===== config.mk =====
export PLATFORM = sky130hd
export DESIGN_NAME = sdram_wb_arbiter_flat
export DESIGN_NICKNAME = d
export VERILOG_FILES = /design/src/rtl/sdram_wb_arbiter_if.sv /design/src/rtl/sdram_wb_arbiter.sv /design/src/flat_wrapper.sv
export SDC_FILE = /design/constraint.sdc
export NUM_CORES = 1
export LEC_CHECK = 0
export CORE_AREA = 3 3 106 108
export CTS_BUF_LIST = sky130_fd_sc_hd__clkbuf_4
export DETAILED_ROUTE_END_ITERATION = 6
export DIE_AREA = 0 0 109 111
export PLACE_DENSITY = 0.77
export SYNTH_ARGS = -nofsm -noshare
export SYNTH_HDL_FRONTEND = slang
export SYNTH_SLANG_ARGS = --single-unit

===== constraint.sdc =====
create_clock -name clk -period 2.1 [get_ports clk]
set_input_delay 0.42 -clock clk [delete_from_list [all_inputs] [get_ports clk]]
set_output_delay 0.42 -clock clk [all_outputs]
set_load 0.03 [all_outputs]

===== src/rtl/sdram_wb_arbiter_if.sv =====
// Bus bundle between the Wishbone requesters, the arbiter and the SDRAM controller user port.
// The arbiter uses the slave modport; the requester/controller side uses the master modport.
interface sdram_wb_arbiter_if #(
    parameter int NUM_PORTS = 2
);
    logic [NUM_PORTS*24-1:0] req_adr;
    logic [NUM_PORTS*16-1:0] req_dat_w;
    logic [NUM_PORTS*2-1:0]  req_sel;
    logic [NUM_PORTS-1:0]    req_we;
    logic [NUM_PORTS-1:0]    req_cyc;
    logic [NUM_PORTS-1:0]    req_stb;
    logic [15:0]             req_dat_r;
    logic [NUM_PORTS-1:0]    req_ack;
    logic [NUM_PORTS-1:0]    req_err;
    logic [23:0]             wb_adr;
    logic [15:0]             wb_dat_w;
    logic [1:0]              wb_sel;
    logic                    wb_we;
    logic                    wb_cyc;
    logic                    wb_stb;
    logic [15:0]             wb_dat_r;
    logic                    wb_ack;
    logic                    wb_err;
    logic [NUM_PORTS-1:0]    grant;
    logic [7:0]              timeout_cnt;

    modport slave (
        input  req_adr, req_dat_w, req_sel, req_we, req_cyc, req_stb,
        input  wb_dat_r, wb_ack, wb_err,
        output req_dat_r, req_ack, req_err,
        output wb_adr, wb_dat_w, wb_sel, wb_we, wb_cyc, wb_stb,
        output grant, timeout_cnt
    );

    modport master (
        output req_adr, req_dat_w, req_sel, req_we, req_cyc, req_stb,
        output wb_dat_r, wb_ack, wb_err,
        input  req_dat_r, req_ack, req_err,
        input  wb_adr, wb_dat_w, wb_sel, wb_we, wb_cyc, wb_stb,
        input  grant, timeout_cnt
    );
endinterface


===== src/rtl/sdram_wb_arbiter.sv =====
// Round-robin Wishbone classic arbiter in front of the single SDRAM controller user port,
// one outstanding transaction at a time, with a watchdog that ends hung cycles with err.
module sdram_wb_arbiter #(
    parameter int NUM_PORTS = 2,
    parameter int TIMEOUT_W = 10
) (
    input  logic                clk,
    input  logic                rst,
    input  logic                init_done,
    sdram_wb_arbiter_if.slave   bus
);
    localparam int PTR_W = (NUM_PORTS > 2) ? 2 : 1;

    typedef enum logic [1:0] {IDLE, ACTIVE, DONE} state_t;

    state_t                 r_state;
    logic [PTR_W-1:0]       r_ptr;
    logic [PTR_W-1:0]       r_gidx;
    logic [TIMEOUT_W-1:0]   r_wdog;
    logic [NUM_PORTS-1:0]   r_grant;
    logic [NUM_PORTS-1:0]   r_ack;
    logic [NUM_PORTS-1:0]   r_err;
    logic [15:0]            r_dat_r;
    logic [23:0]            r_wb_adr;
    logic [15:0]            r_wb_dat_w;
    logic [1:0]             r_wb_sel;
    logic                   r_wb_we;
    logic                   r_wb_cyc;
    logic [7:0]             r_tcnt;

    logic [23:0]            w_adr   [NUM_PORTS];
    logic [15:0]            w_dat_w [NUM_PORTS];
    logic [1:0]             w_sel   [NUM_PORTS];
    logic [NUM_PORTS-1:0]   w_cand;
    logic                   w_found;
    logic [PTR_W-1:0]       w_pick;
    logic [PTR_W-1:0]       w_idx;
    logic [TIMEOUT_W-1:0]   w_wdog_inc;
    logic                   w_cyc_g;

    genvar gi;
    generate
        for (gi = 0; gi < NUM_PORTS; gi++) begin : g_unpack
            assign w_adr[gi]   = bus.req_adr[gi*24 +: 24];
            assign w_dat_w[gi] = bus.req_dat_w[gi*16 +: 16];
            assign w_sel[gi]   = bus.req_sel[gi*2 +: 2];
        end
    endgenerate

    function automatic logic [PTR_W-1:0] wrap_idx(input logic [PTR_W-1:0] base, input int k);
        int s;
        s = int'(base) + k;
        if (s >= NUM_PORTS) s = s - NUM_PORTS;
        return PTR_W'(s);
    endfunction

    assign w_cand     = bus.req_cyc & bus.req_stb;
    assign w_wdog_inc = r_wdog + 1'b1;
    assign w_cyc_g    = bus.req_cyc[r_gidx];

    // First candidate at or after the pointer, wrapping around the port list.
    always_comb begin
        w_found = 1'b0;
        w_pick  = '0;
        w_idx   = '0;
        for (int k = 0; k < NUM_PORTS; k++) begin
            w_idx = wrap_idx(r_ptr, k);
            if (!w_found && w_cand[w_idx]) begin
                w_found = 1'b1;
                w_pick  = w_idx;
            end
        end
    end

    always_ff @(posedge clk or negedge rst) begin
        if (!rst) begin
            r_state    <= IDLE;
            r_ptr      <= '0;
            r_gidx     <= '0;
            r_wdog     <= '0;
            r_grant    <= '0;
            r_ack      <= '0;
            r_err      <= '0;
            r_dat_r    <= '0;
            r_wb_adr   <= '0;
            r_wb_dat_w <= '0;
            r_wb_sel   <= '0;
            r_wb_we    <= 1'b0;
            r_wb_cyc   <= 1'b0;
            r_tcnt     <= '0;
        end else begin
            r_ack <= '0;
            r_err <= '0;
            case (r_state)
                IDLE: begin
                    if (init_done && w_found) begin
                        r_wb_adr   <= w_adr[w_pick];
                        r_wb_dat_w <= w_dat_w[w_pick];
                        r_wb_sel   <= w_sel[w_pick];
                        r_wb_we    <= bus.req_we[w_pick];
                        r_wb_cyc   <= 1'b1;
                        r_gidx     <= w_pick;
                        r_grant    <= NUM_PORTS'(1) << w_pick;
                        r_wdog     <= '0;
                        r_state    <= ACTIVE;
                    end
                end
                ACTIVE: begin
                    r_wdog <= w_wdog_inc;
                    // An abandoned cycle swallows any late controller response.
                    if (!w_cyc_g) begin
                        r_wb_cyc <= 1'b0;
                        r_state  <= DONE;
                    end else if (bus.wb_err) begin
                        r_err    <= r_grant;
                        r_wb_cyc <= 1'b0;
                        r_state  <= DONE;
                    end else if (bus.wb_ack) begin
                        r_dat_r  <= bus.wb_dat_r;
                        r_ack    <= r_grant;
                        r_wb_cyc <= 1'b0;
                        r_state  <= DONE;
                    end else if (&w_wdog_inc) begin
                        r_err    <= r_grant;
                        r_wb_cyc <= 1'b0;
                        if (r_tcnt != 8'hFF) r_tcnt <= r_tcnt + 8'd1;
                        r_state  <= DONE;
                    end
                end
                DONE: begin
                    r_grant <= '0;
                    r_ptr   <= (r_gidx == PTR_W'(NUM_PORTS - 1)) ? '0 : r_gidx + 1'b1;
                    r_state <= IDLE;
                end
                default: r_state <= IDLE;
            endcase
        end
    end

    assign bus.req_dat_r   = r_dat_r;
    assign bus.req_ack     = r_ack;
    assign bus.req_err     = r_err;
    assign bus.wb_adr      = r_wb_adr;
    assign bus.wb_dat_w    = r_wb_dat_w;
    assign bus.wb_sel      = r_wb_sel;
    assign bus.wb_we       = r_wb_we;
    assign bus.wb_cyc      = r_wb_cyc;
    assign bus.wb_stb      = r_wb_cyc;
    assign bus.grant       = r_grant;
    assign bus.timeout_cnt = r_tcnt;
endmodule


===== src/flat_wrapper.sv =====
// flat-port wrapper written by rule: the top's interface ports become plain ports
module sdram_wb_arbiter_flat 
#(
    parameter int NUM_PORTS = 2,
    parameter int TIMEOUT_W = 10
)
  (clk, rst, init_done, bus_req_adr, bus_req_dat_w, bus_req_sel, bus_req_we, bus_req_cyc, bus_req_stb, bus_wb_dat_r, bus_wb_ack, bus_wb_err, bus_req_dat_r, bus_req_ack, bus_req_err, bus_wb_adr, bus_wb_dat_w, bus_wb_sel, bus_wb_we, bus_wb_cyc, bus_wb_stb, bus_grant, bus_timeout_cnt);
  sdram_wb_arbiter_if #(.NUM_PORTS(NUM_PORTS)) bus_i ();
  input  logic clk;
  input  logic rst;
  input  logic init_done;
  input wire logic [$bits(bus_i.req_adr)-1:0] bus_req_adr;
  input wire logic [$bits(bus_i.req_dat_w)-1:0] bus_req_dat_w;
  input wire logic [$bits(bus_i.req_sel)-1:0] bus_req_sel;
  input wire logic [$bits(bus_i.req_we)-1:0] bus_req_we;
  input wire logic [$bits(bus_i.req_cyc)-1:0] bus_req_cyc;
  input wire logic [$bits(bus_i.req_stb)-1:0] bus_req_stb;
  input wire logic [$bits(bus_i.wb_dat_r)-1:0] bus_wb_dat_r;
  input wire logic [$bits(bus_i.wb_ack)-1:0] bus_wb_ack;
  input wire logic [$bits(bus_i.wb_err)-1:0] bus_wb_err;
  output wire logic [$bits(bus_i.req_dat_r)-1:0] bus_req_dat_r;
  output wire logic [$bits(bus_i.req_ack)-1:0] bus_req_ack;
  output wire logic [$bits(bus_i.req_err)-1:0] bus_req_err;
  output wire logic [$bits(bus_i.wb_adr)-1:0] bus_wb_adr;
  output wire logic [$bits(bus_i.wb_dat_w)-1:0] bus_wb_dat_w;
  output wire logic [$bits(bus_i.wb_sel)-1:0] bus_wb_sel;
  output wire logic [$bits(bus_i.wb_we)-1:0] bus_wb_we;
  output wire logic [$bits(bus_i.wb_cyc)-1:0] bus_wb_cyc;
  output wire logic [$bits(bus_i.wb_stb)-1:0] bus_wb_stb;
  output wire logic [$bits(bus_i.grant)-1:0] bus_grant;
  output wire logic [$bits(bus_i.timeout_cnt)-1:0] bus_timeout_cnt;
  assign bus_i.req_adr = bus_req_adr;
  assign bus_i.req_dat_w = bus_req_dat_w;
  assign bus_i.req_sel = bus_req_sel;
  assign bus_i.req_we = bus_req_we;
  assign bus_i.req_cyc = bus_req_cyc;
  assign bus_i.req_stb = bus_req_stb;
  assign bus_i.wb_dat_r = bus_wb_dat_r;
  assign bus_i.wb_ack = bus_wb_ack;
  assign bus_i.wb_err = bus_wb_err;
  assign bus_req_dat_r = bus_i.req_dat_r;
  assign bus_req_ack = bus_i.req_ack;
  assign bus_req_err = bus_i.req_err;
  assign bus_wb_adr = bus_i.wb_adr;
  assign bus_wb_dat_w = bus_i.wb_dat_w;
  assign bus_wb_sel = bus_i.wb_sel;
  assign bus_wb_we = bus_i.wb_we;
  assign bus_wb_cyc = bus_i.wb_cyc;
  assign bus_wb_stb = bus_i.wb_stb;
  assign bus_grant = bus_i.grant;
  assign bus_timeout_cnt = bus_i.timeout_cnt;
  sdram_wb_arbiter #(.NUM_PORTS(NUM_PORTS), .TIMEOUT_W(TIMEOUT_W)) u_core (.clk(clk), .rst(rst), .init_done(init_done), .bus(bus_i));
endmodule

==> impl_metrics.yaml, run 1 <==
grt:
  overflow: 0
  grt_usage_pct: 18.9
  grt_pass1_wl_mm: 18.2
  grt_max_degree: 47
  antenna_found_initial: 0
  grt_pass1_vias: 3674
yosys:
  postSynthCellCount: 336
  synthAdderAreaFrac_pct: 0.967
  syn_area_mm2: 0.00388
  synthMuxAreaShare_pct: 5.19
  synthDistinctLibCells: 48
  synth_top_family_by_area: "compound AO/OA/AOI/OAI gates"
  ys_seq_area_share_pct: 56.7
  avgSynthCellArea_um2: 11.6
  synthSimpleGateAreaFrac_pct: 9.89
  synth-compound-area-share_pct: 18.3
  async_reset_ff_share_pct: 100
  synth_ff_type: "dfrtp_1"
  synth_xor_area_share_pct: 2.03
  yosysWarnings: 0
  ys_ff_latch: 88
  synth_fp_nets: 450
  synth_edf_count: 0
timing:
  skew_ps: 18.7
  period_share_pct: 103
  slew_violations: 0
  slew_headroom_pct: 68.7
  fin_hold_ws_ps: 433
  setup_ws_ps: -56.1
  final_hold_viol_count: 0
  setup_viol: 5
  timing.fmax_mhz: 464
  tightest_slew_ps: 457
  rsz0062_at_grt: "yes"
  finalCriticalPeriod_ps: 2160
clocking:
  h-tree-depth: 3
  cts_made_buffers: 9
  clkTransAtPathRegs_ps: 150
  cts_root_buf: "clkbuf_4"
  cts.sinks: 88
  cts_tree: "done"
  clock_path_buffers: 2
  insertion_delay_ps: 450
layout:
  antenna_cells: 0
  stdcell_area_mm2: 0.00636
  final_cell_mix: "clkdlybuf4s50_1 (181), dfrtp_1 (88), inv_1 (47)"
  drive_gt1_share_pct: 15.0
  syn_to_final_growth_pct: 63.7
  final_nets: 655
  postLayoutCoreUtil_pct: 61.6
  final_common_cell: "clkdlybuf4s50_1"
power:
  p_per_area_mw_per_mm2: 910
  leakage_nw: 2.98
  power_mw: 5.79
  vdd.ir_drop.worst_v: 0.000591
hold_path:
  hold_class: "input pin to asynchronous set/reset pin"
floorplan:
  fp-row-count: 37
  die_h_um: 111
  core_region_area_mm2: 0.0103
  die_w_um: 109
  io_pins: 186
  die_area_mm2: 0.0121
  initial_core_util_pct: 37.6
routing:
  first_pass_iters: 7
  wl_mm: 11.8
  wl_per_cell_um: 17.3
  drc_errors: 7
  vias: 3582
  dr.first_iter.drc_count: 426
  avgViaCountPerCell: 5.25
  postRouteAntennaNets: 0
placement:
  dpl_worst_slack_ps: -266
  hpwlAfterDp_mm: 8.53
  gp_congestion: 0.828
  port-buffer-count: 185
  placedInstanceArea_mm2: 0.00609
setup_path:
  crit_path_end_kind: "flip-flop"
  arrival_ps: 2500
  criticalPathCategory: "flip-flop to flip-flop"
  cp-start-kind: "flip-flop"
  cp_max_fo: 4
  cp.required_ps: 2450
status:
  violations: "design-rule violations, negative setup slack"
  status: "complete, but fails checks"
job:
  max_cap_viol_count: 0
[repair_timing]
| action | in CTS | in global routing |
|---|---|---|
| setup endpoints to repair | 4 | 14 |
| gates cloned | 0 | 0 |
| pin swaps | 1 | 7 |
| hold buffers | 1 | 0 |
| hold endpoints to repair | 29 | 0 |
| gates resized for setup | 4 | 17 |
| setup buffers | 0 | 3 |
[synth_stat cells, types with 3 or more instances]
| cell | instances | area [um^2] |
|---|---|---|
| buf_2 | 6 | 30.0 |
| a21o_1 | 3 | 22.5 |
| inv_1 | 48 | 180 |
| o21ai_0 | 10 | 50.1 |
| nand2b_1 | 5 | 31.3 |
| mux2_2 | 16 | 180 |
| dfrtp_1 | 88 | 2200 |
| nor2_1 | 12 | 45.0 |
| xor2_1 | 7 | 61.3 |
| a222oi_1 | 43 | 430 |
| ha_1 | 3 | 37.5 |
| clkbuf_1 | 13 | 48.8 |
| a21oi_1 | 4 | 20.0 |
| nor3_1 | 7 | 35.0 |
| nand2_1 | 16 | 60.1 |
| nand3_1 | 9 | 45.0 |
| o22ai_1 | 3 | 18.8 |
[worst max-delay path: stages, from the launching register on]
cell       delay, ps
dfrtp_1          430
inv_2             80
ha_4             200
or3_4            340
nor4_4           330
o2111ai_4        190
nor2_2           190
mux2_4           310
[metrics by stage]
step | setup TNS, ps | std cells
finish | -199 | 682
floorplan | -14.2 | 336
global route | -1160 | 682
detailed placement | -9590 | 662
CTS | -198 | 679
global placement | -7330 | 662
[cell type report]
cell class	instances	area (um^2)
clock buffer	9	67.6
clock inverter	7	56.3
fill	822	3970
inverter	48	180
multi-input combinational	180	1540
sequential	88	2200
tap	136	170
timing repair buffer	214	2140
[routing by layer]
layer	routed length (um)	GRT usage [%]	share of wire, %
met1	4490	22.0	38
met2	5770	31.0	49
met3	1320	6.93	11
met4	205	8.00	1.7
met5	0	0	0
[where the power goes]
part / internal, mW / switching [mW] / leakage (nW) / total [mW]
registers: 2.10 / 0.250 / 1.13 / 2.35
clock network: 0.255 / 0.619 / 0.0621 / 0.874
logic: 1.20 / 1.37 / 1.79 / 2.57
[final timing paths]
kind	startpoint	to	slack (ps)	depth (start not counted)
max in group asynchronous	rst	u_core.bus.wb_dat_w[14]	1100	3
min in group clk	u_core.bus.timeout_cnt[5]	u_core.bus.timeout_cnt[5]	500	1
worst min-delay path	rst	u_core.bus.wb_adr[22]	430	2
worst max register to register	u_core.r_wdog[0]	u_core.bus.timeout_cnt[1]	-60	7
worst min register to register	u_core.bus.timeout_cnt[5]	u_core.bus.timeout_cnt[5]	500	1
worst max-delay path	u_core.r_wdog[0]	u_core.bus.timeout_cnt[1]	-60	7
[cells by family after synthesis]
kind of cell               Yosys count
AOI/OAI and AO/OA                   81
xor gates and xnor gates             9
adders and majority gates            3
buffers and inverters               68
DFF                                 88
muxes                               18
and+or+nand+nor                     69
[sequential cells by signal, indices dropped and copies added (netlist names)]
name and cells:
u_core.bus.wb_we 1, u_core.bus.wb_cyc 1, u_core.bus.req_dat_r 16, u_core.bus.grant 2, u_core.bus.req_err 2, u_core.r_gidx 1, u_core.bus.wb_sel 2, u_core.r_wdog 10
u_core.r_state 2, u_core.bus.wb_adr 24, u_core.bus.req_ack 2, u_core.bus.wb_dat_w 16, u_core.bus.timeout_cnt 8, u_core.r_ptr 1
Power figures use the tool's default switching activity.
==> inputs of run 2 (changes only) <==
CORE_AREA = 3 3 103 105   (was 3 3 106 108)
DIE_AREA = 0 0 106 108   (was 0 0 109 111)
PLACE_DENSITY = 0.78   (was 0.77)
clock period = 2.4 ns   (was 2.1 ns; I/O delays follow)
==> run 2 against run 1 <==
Against the previous run:
- clock power down 12%
- die area fell by 5.4%
- sequential cell count unchanged
- first-iteration DRC count up 15%
- the run ends with design-rule violations left
- fmax decreased by 1.5%
- combinational power down 16%
==> impl_metrics.yaml, run 2 (synthesis results as in run 1) <==
setup_path:
  cp-start-kind: "flip-flop"
  arrival_ps: 2530
  crit_slowest_cell: "dfrtp_1"
  cp.required_ps: 2740
  startpoint: "u_core.r_wdog[1]"
  crit_path_end_kind: "flip-flop"
  cp_max_fo: 6
  r2r_setup_slack_ps: 210
  crit_chain: "ha_1 -> or3_1 -> nor4_1 -> o2111ai_2 -> buf_4 -> nor3_1 -> xor2_1"
  r2r-end: "u_core.bus.timeout_cnt[6]"
  criticalPathCategory: "flip-flop to flip-flop"
  r2r_cells: 7
  max_stage_delay_ps: 480
  worstSetupEndpoint: "u_core.bus.timeout_cnt[6]"
  reg2reg_from: "u_core.r_wdog[1]"
status:
  violations: "design-rule violations"
  status: "complete, but fails checks"
clocking:
  clock_path_buffers: 2
  insertion_delay_ps: 420
  cts.sinks: 88
  cts_made_buffers: 9
  cts_root_buf: "clkbuf_4"
  clkTransAtPathRegs_ps: 140
  cts_setup_buffers: 0
  h-tree-depth: 3
  cts_tree: "done"
  ctsHoldBuffers: 0
timing:
  finalCriticalPeriod_ps: 2190
  setup_viol: 0
  rsz0062_at_grt: "no"
  period_share_pct: 91.2
  finalSetupTns_ps: 0
  tightest_slew_ps: 573
  final_hold_viol_count: 0
  slew_violations: 0
  slew_headroom_pct: 61.8
  skew_ps: 23.8
  timing.fmax_mhz: 457
grt:
  grt_pass1_vias: 3591
  grt_pass1_wl_mm: 18.1
  grt_max_degree: 48
  grt_usage_pct: 19.7
  antenna_found_initial: 0
  overflow: 0
power:
  p_per_area_mw_per_mm2: 814
  vdd.ir_drop.worst_v: 0.000547
  power_mw: 4.98
  leakage_nw: 2.78
layout:
  postLayoutCoreUtil_pct: 62.9
  final_nets: 639
  drive_gt1_share_pct: 11.1
  syn_to_final_growth_pct: 57.7
  multi_input_area_mm2: 0.00143
  antenna_cells: 0
  final_common_cell: "clkdlybuf4s50_1"
  largest_reg_flops: 24
  area.sequential_mm2: 0.00220
  final_cell_mix: "clkdlybuf4s50_1 (184), dfrtp_1 (87), inv_1 (48)"
  final_cells: 663
  n_fill_cell: 807
routing:
  drc_errors: 8
  dr.first_iter.drc_count: 491
  wl_mm: 11.5
  wl_per_cell_um: 17.3
  first_pass_iters: 7
  vias: 3529
  avgViaCountPerCell: 5.32
  postRouteAntennaNets: 0
placement:
  gp_congestion: 0.852
  port-buffer-count: 185
  dp.cells: 647
  hpwlAfterDp_mm: 8.57
floorplan:
  die_h_um: 108
  initial_core_util_pct: 39.9
  core_region_area_mm2: 0.00973
  die_w_um: 106
  die_area_mm2: 0.0114
  io_pins: 186
  fp-row-count: 36
hold_path:
  hold_class: "input pin to asynchronous set/reset pin"
job:
  max_cap_viol_count: 0
## run 2: cell types whose count changed in the layout (fill, tap and decap cells not counted), sizes merged
cell	change
buf	-15
clkbuf	+1
clkdlybuf4s50	+3
clkinv	-1
dlygate4sd3	-1
dlymetal6s2s	-3
## run 2: critical path: cells and delay by family, from the launching register on
kind	cells	cell delay, ps
and+or+nand+nor	3	770
DFF	1	480
adders and majority gates	1	320
buffers and inverters	1	190
xor gates and xnor gates	1	190
AOI/OAI and AO/OA	1	180
## run 2: power by group
| part | leakage (nW) | total [mW] | switching [mW] | internal [mW] |
|---|---|---|---|---|
| registers | 1.13 | 2.06 | 0.225 | 1.84 |
| logic | 1.59 | 2.16 | 1.16 | 0.995 |
| clock network | 0.0651 | 0.766 | 0.527 | 0.239 |
## run 2: what timing repair did
| action | CTS | global route |
|---|---|---|
| gates resized for setup | 0 | 2 |
| endpoints found under the hold margin | 0 | 0 |
| endpoints found under the setup margin | 0 | 2 |
## run 2: metrics by stage
stage,instance area (um^2),setup slack [ps],hold slack (ps)
finish,6120,211,39.2
global route,6120,31.7,44.9
CTS,6120,141,32.3
detailed placement,5990,-29.2,473
global placement,5990,16.4,469
floorplan,3880,204,184
## run 2: area by class of cell
| type | instances | area share [%] |
|---|---|---|
| inverters | 48 | 2.94 |
| well taps | 133 | 2.72 |
| flip-flops and latches | 88 | 36.0 |
| multi-input cells | 180 | 23.4 |
| clock buffers | 10 | 1.23 |
| clock inverters | 6 | 0.859 |
| repair buffers | 198 | 32.8 |
## run 2: worst min-delay path by stage
stage                     depth (start not counted)             startpoint                         to
after global placement                            2  u_core.bus.wb_adr[23]      u_core.bus.wb_adr[23]
final                                             1                    rst  u_core.bus.timeout_cnt[1]
after detailed placement                          2  u_core.bus.wb_adr[17]      u_core.bus.wb_adr[17]
after global routing                              1                    rst      u_core.bus.wb_adr[16]
after floorplan                                   0                    rst        u_core.bus.grant[0]
after CTS                                         1                    rst    u_core.bus.wb_dat_w[15]
## run 2: metal layers
layer  GRT usage, %  up-vias  part of all wire [%]  wire (um)
met1           24.2     1687                    40       4590
met5              0        -                     0          0
met4           6.48        0                   2.1        244
met3           6.63       21                    11       1210
li1               -     1633                     -          -
met2           33.0      188                    47       5450
==> variant (config.mk and constraints of run 1) <==
`TIMEOUT_W` is set to 10 in 2 places; all go to 5.
--- a/src/rtl/sdram_wb_arbiter.sv
+++ b/src/rtl/sdram_wb_arbiter.sv
@@ -4,3 +4,3 @@
     parameter int NUM_PORTS = 2,
-    parameter int TIMEOUT_W = 10
+    parameter int TIMEOUT_W = 5
 ) (
--- a/src/flat_wrapper.sv
+++ b/src/flat_wrapper.sv
@@ -4,3 +4,3 @@
     parameter int NUM_PORTS = 2,
-    parameter int TIMEOUT_W = 10
+    parameter int TIMEOUT_W = 5
 )
Formal check against the unedited RTL: no difference found for any inputs over 4 cycles, from zero or initial values and one cycle with rst low; that may be too few to reach the edited logic, so the function may still have changed.
==> variant against run 1 <==
Sequential cell count down 5; non-clock buffer count is 15 lower; cell area fell by 8.4%; worst setup slack better by 160 ps; die area unchanged; total power grew 0.41%; first-iteration DRC count increased by 4.9%; synthesized area decreased by 8.5%; routed wire length is 15% lower; critical endpoint is now bus_timeout_cnt[0]; largest power group unchanged.
==> variant: results (changes against run 1) <==
Final setup viols - 0 (-5)
Gate Count Post-Synth - 286 (-15%)
Crit path max-delay family - buffers and inverters
Worst slew pin tran - 494 ps (+36.6 ps)
Sequential fraction of the synthesis area - 58.5% (+1.7 points)
Wire length per cell - 16.2 microns (-6.1%)
DRT Wirelength - 10.0 mm (-15%)
Status - finished clean
Post-synth net total - 400 (-11%)
Met2 wire length - 4.92 mm (-15%)
Place WS - -45.8 ps (+220 ps)
Routability cong. - 0.787 (-5.0%)
Area contributors post-synth - dfrtp_1 58%, a222oi_1 12%, inv_1 5.0%
# nets final - 591 (-9.8%)
Max IR drop VDD - 0.431 mV (-27%)
Final Skew - 17.1 ps (-1.54 ps)
Largest net degree at the start of global routing - 44 (-6.4%)
Iter 0 DRT Violations - 447 (+4.9%)
Post-Place Cell Area - 5650 sq um (-7.2%)
Synth unique cells - 38 (-21%)
Met3 WL post-DR - 800 microns (-39%)
Leakage - 2.68 nW (-10%)
CP max stage cell - clkdlybuf4s50_1
Critical path arrival - 1580 ps (-920 ps)
Area delta synth->final - 63.9% (about the same)
CP max stage delay - 710 ps (+280 ps)
Share of cells above drive strength 1 - 12.4% (-2.6 points)
-- variant: cell types whose count changed after synthesis, moves of 3 or more --
cell     delta
mux2_2      -7
a21o_1      -3
mux2_4      +8
a21oi_1     -3
o21ai_0     -4
o22ai_1     -3
dfrtp_1     -5
and3_1      +5
nor3_1      -7
nand2_1    -11
-- variant: area by class of cell --
| class | instances | area (sq um) |
|---|---|---|
| clock buffers | 9 | 67.6 |
| multi-input cells | 137 | 1220 |
| inverters | 47 | 176 |
| clock inverters | 7 | 81.3 |
| fillers | 864 | 4500 |
| flip-flops and latches | 83 | 2080 |
| repair buffers | 199 | 2020 |
| well taps | 136 | 170 |
-- variant: worst register-to-register path: cells and delay by family (launching register included) --
family / cells / cell delay (ps)
xor+xnor: 1 / 120
compound gates: 2 / 550
flops: 1 / 460
fa+ha+maj: 1 / 250
simple gates: 2 / 410
-- variant: where the power goes --
group          internal, mW  leakage (nW)  switching [mW]
logic                  1.23          1.54            1.31
clock network         0.382        0.0779           0.600
registers              2.01          1.06           0.277
-- variant: final timing paths --
path,start,to,slack (ps),cells past startpoint
min in group clk,u_core.bus.timeout_cnt[6],u_core.bus.timeout_cnt[6],500,1
setup reg to reg,u_core.bus.timeout_cnt[0],u_core.bus.timeout_cnt[3],220,6
hold reg to reg,u_core.bus.timeout_cnt[6],u_core.bus.timeout_cnt[6],500,1
hold / removal,rst,u_core.bus.timeout_cnt[6],480,2
setup / recovery,u_core.bus.timeout_cnt[0],bus_timeout_cnt[0],100,1
max in group asynchronous,rst,u_core.bus.wb_adr[4],1040,3
-- variant: cells by family after synthesis --
family / Yosys count / share of synthesized area (%)
simple gates: 44 / 7.46
flops: 83 / 58.5
xor+xnor: 9 / 2.22
compound gates: 63 / 16.7
mux: 18 / 6.51
fa+ha+maj: 3 / 1.06
buf+inv: 66 / 7.64
-- variant: routing by layer --
metal	GRT usage (%)	up-vias
met1	20.4	1486
met2	27.3	125
met4	5.81	0
li1	-	1437
met3	4.60	9
met5	0	-
-- variant: per-stage QoR --
stage / total power [mW] / hold slack [ps]
after CTS: 5.87 / 469
after floorplan: 3.64 / 124
after global placement: 4.80 / 418
final: 5.81 / 475
after detailed placement: 4.87 / 425
after global routing: 6.13 / 481
-- variant: what timing repair did --
action / 4_1_cts / 5_1_grt
endpoints found under the setup margin: 0 / 10
hold endpoints to repair: 35 / 0
resized for setup: 0 / 4
hold buffers: 1 / 0
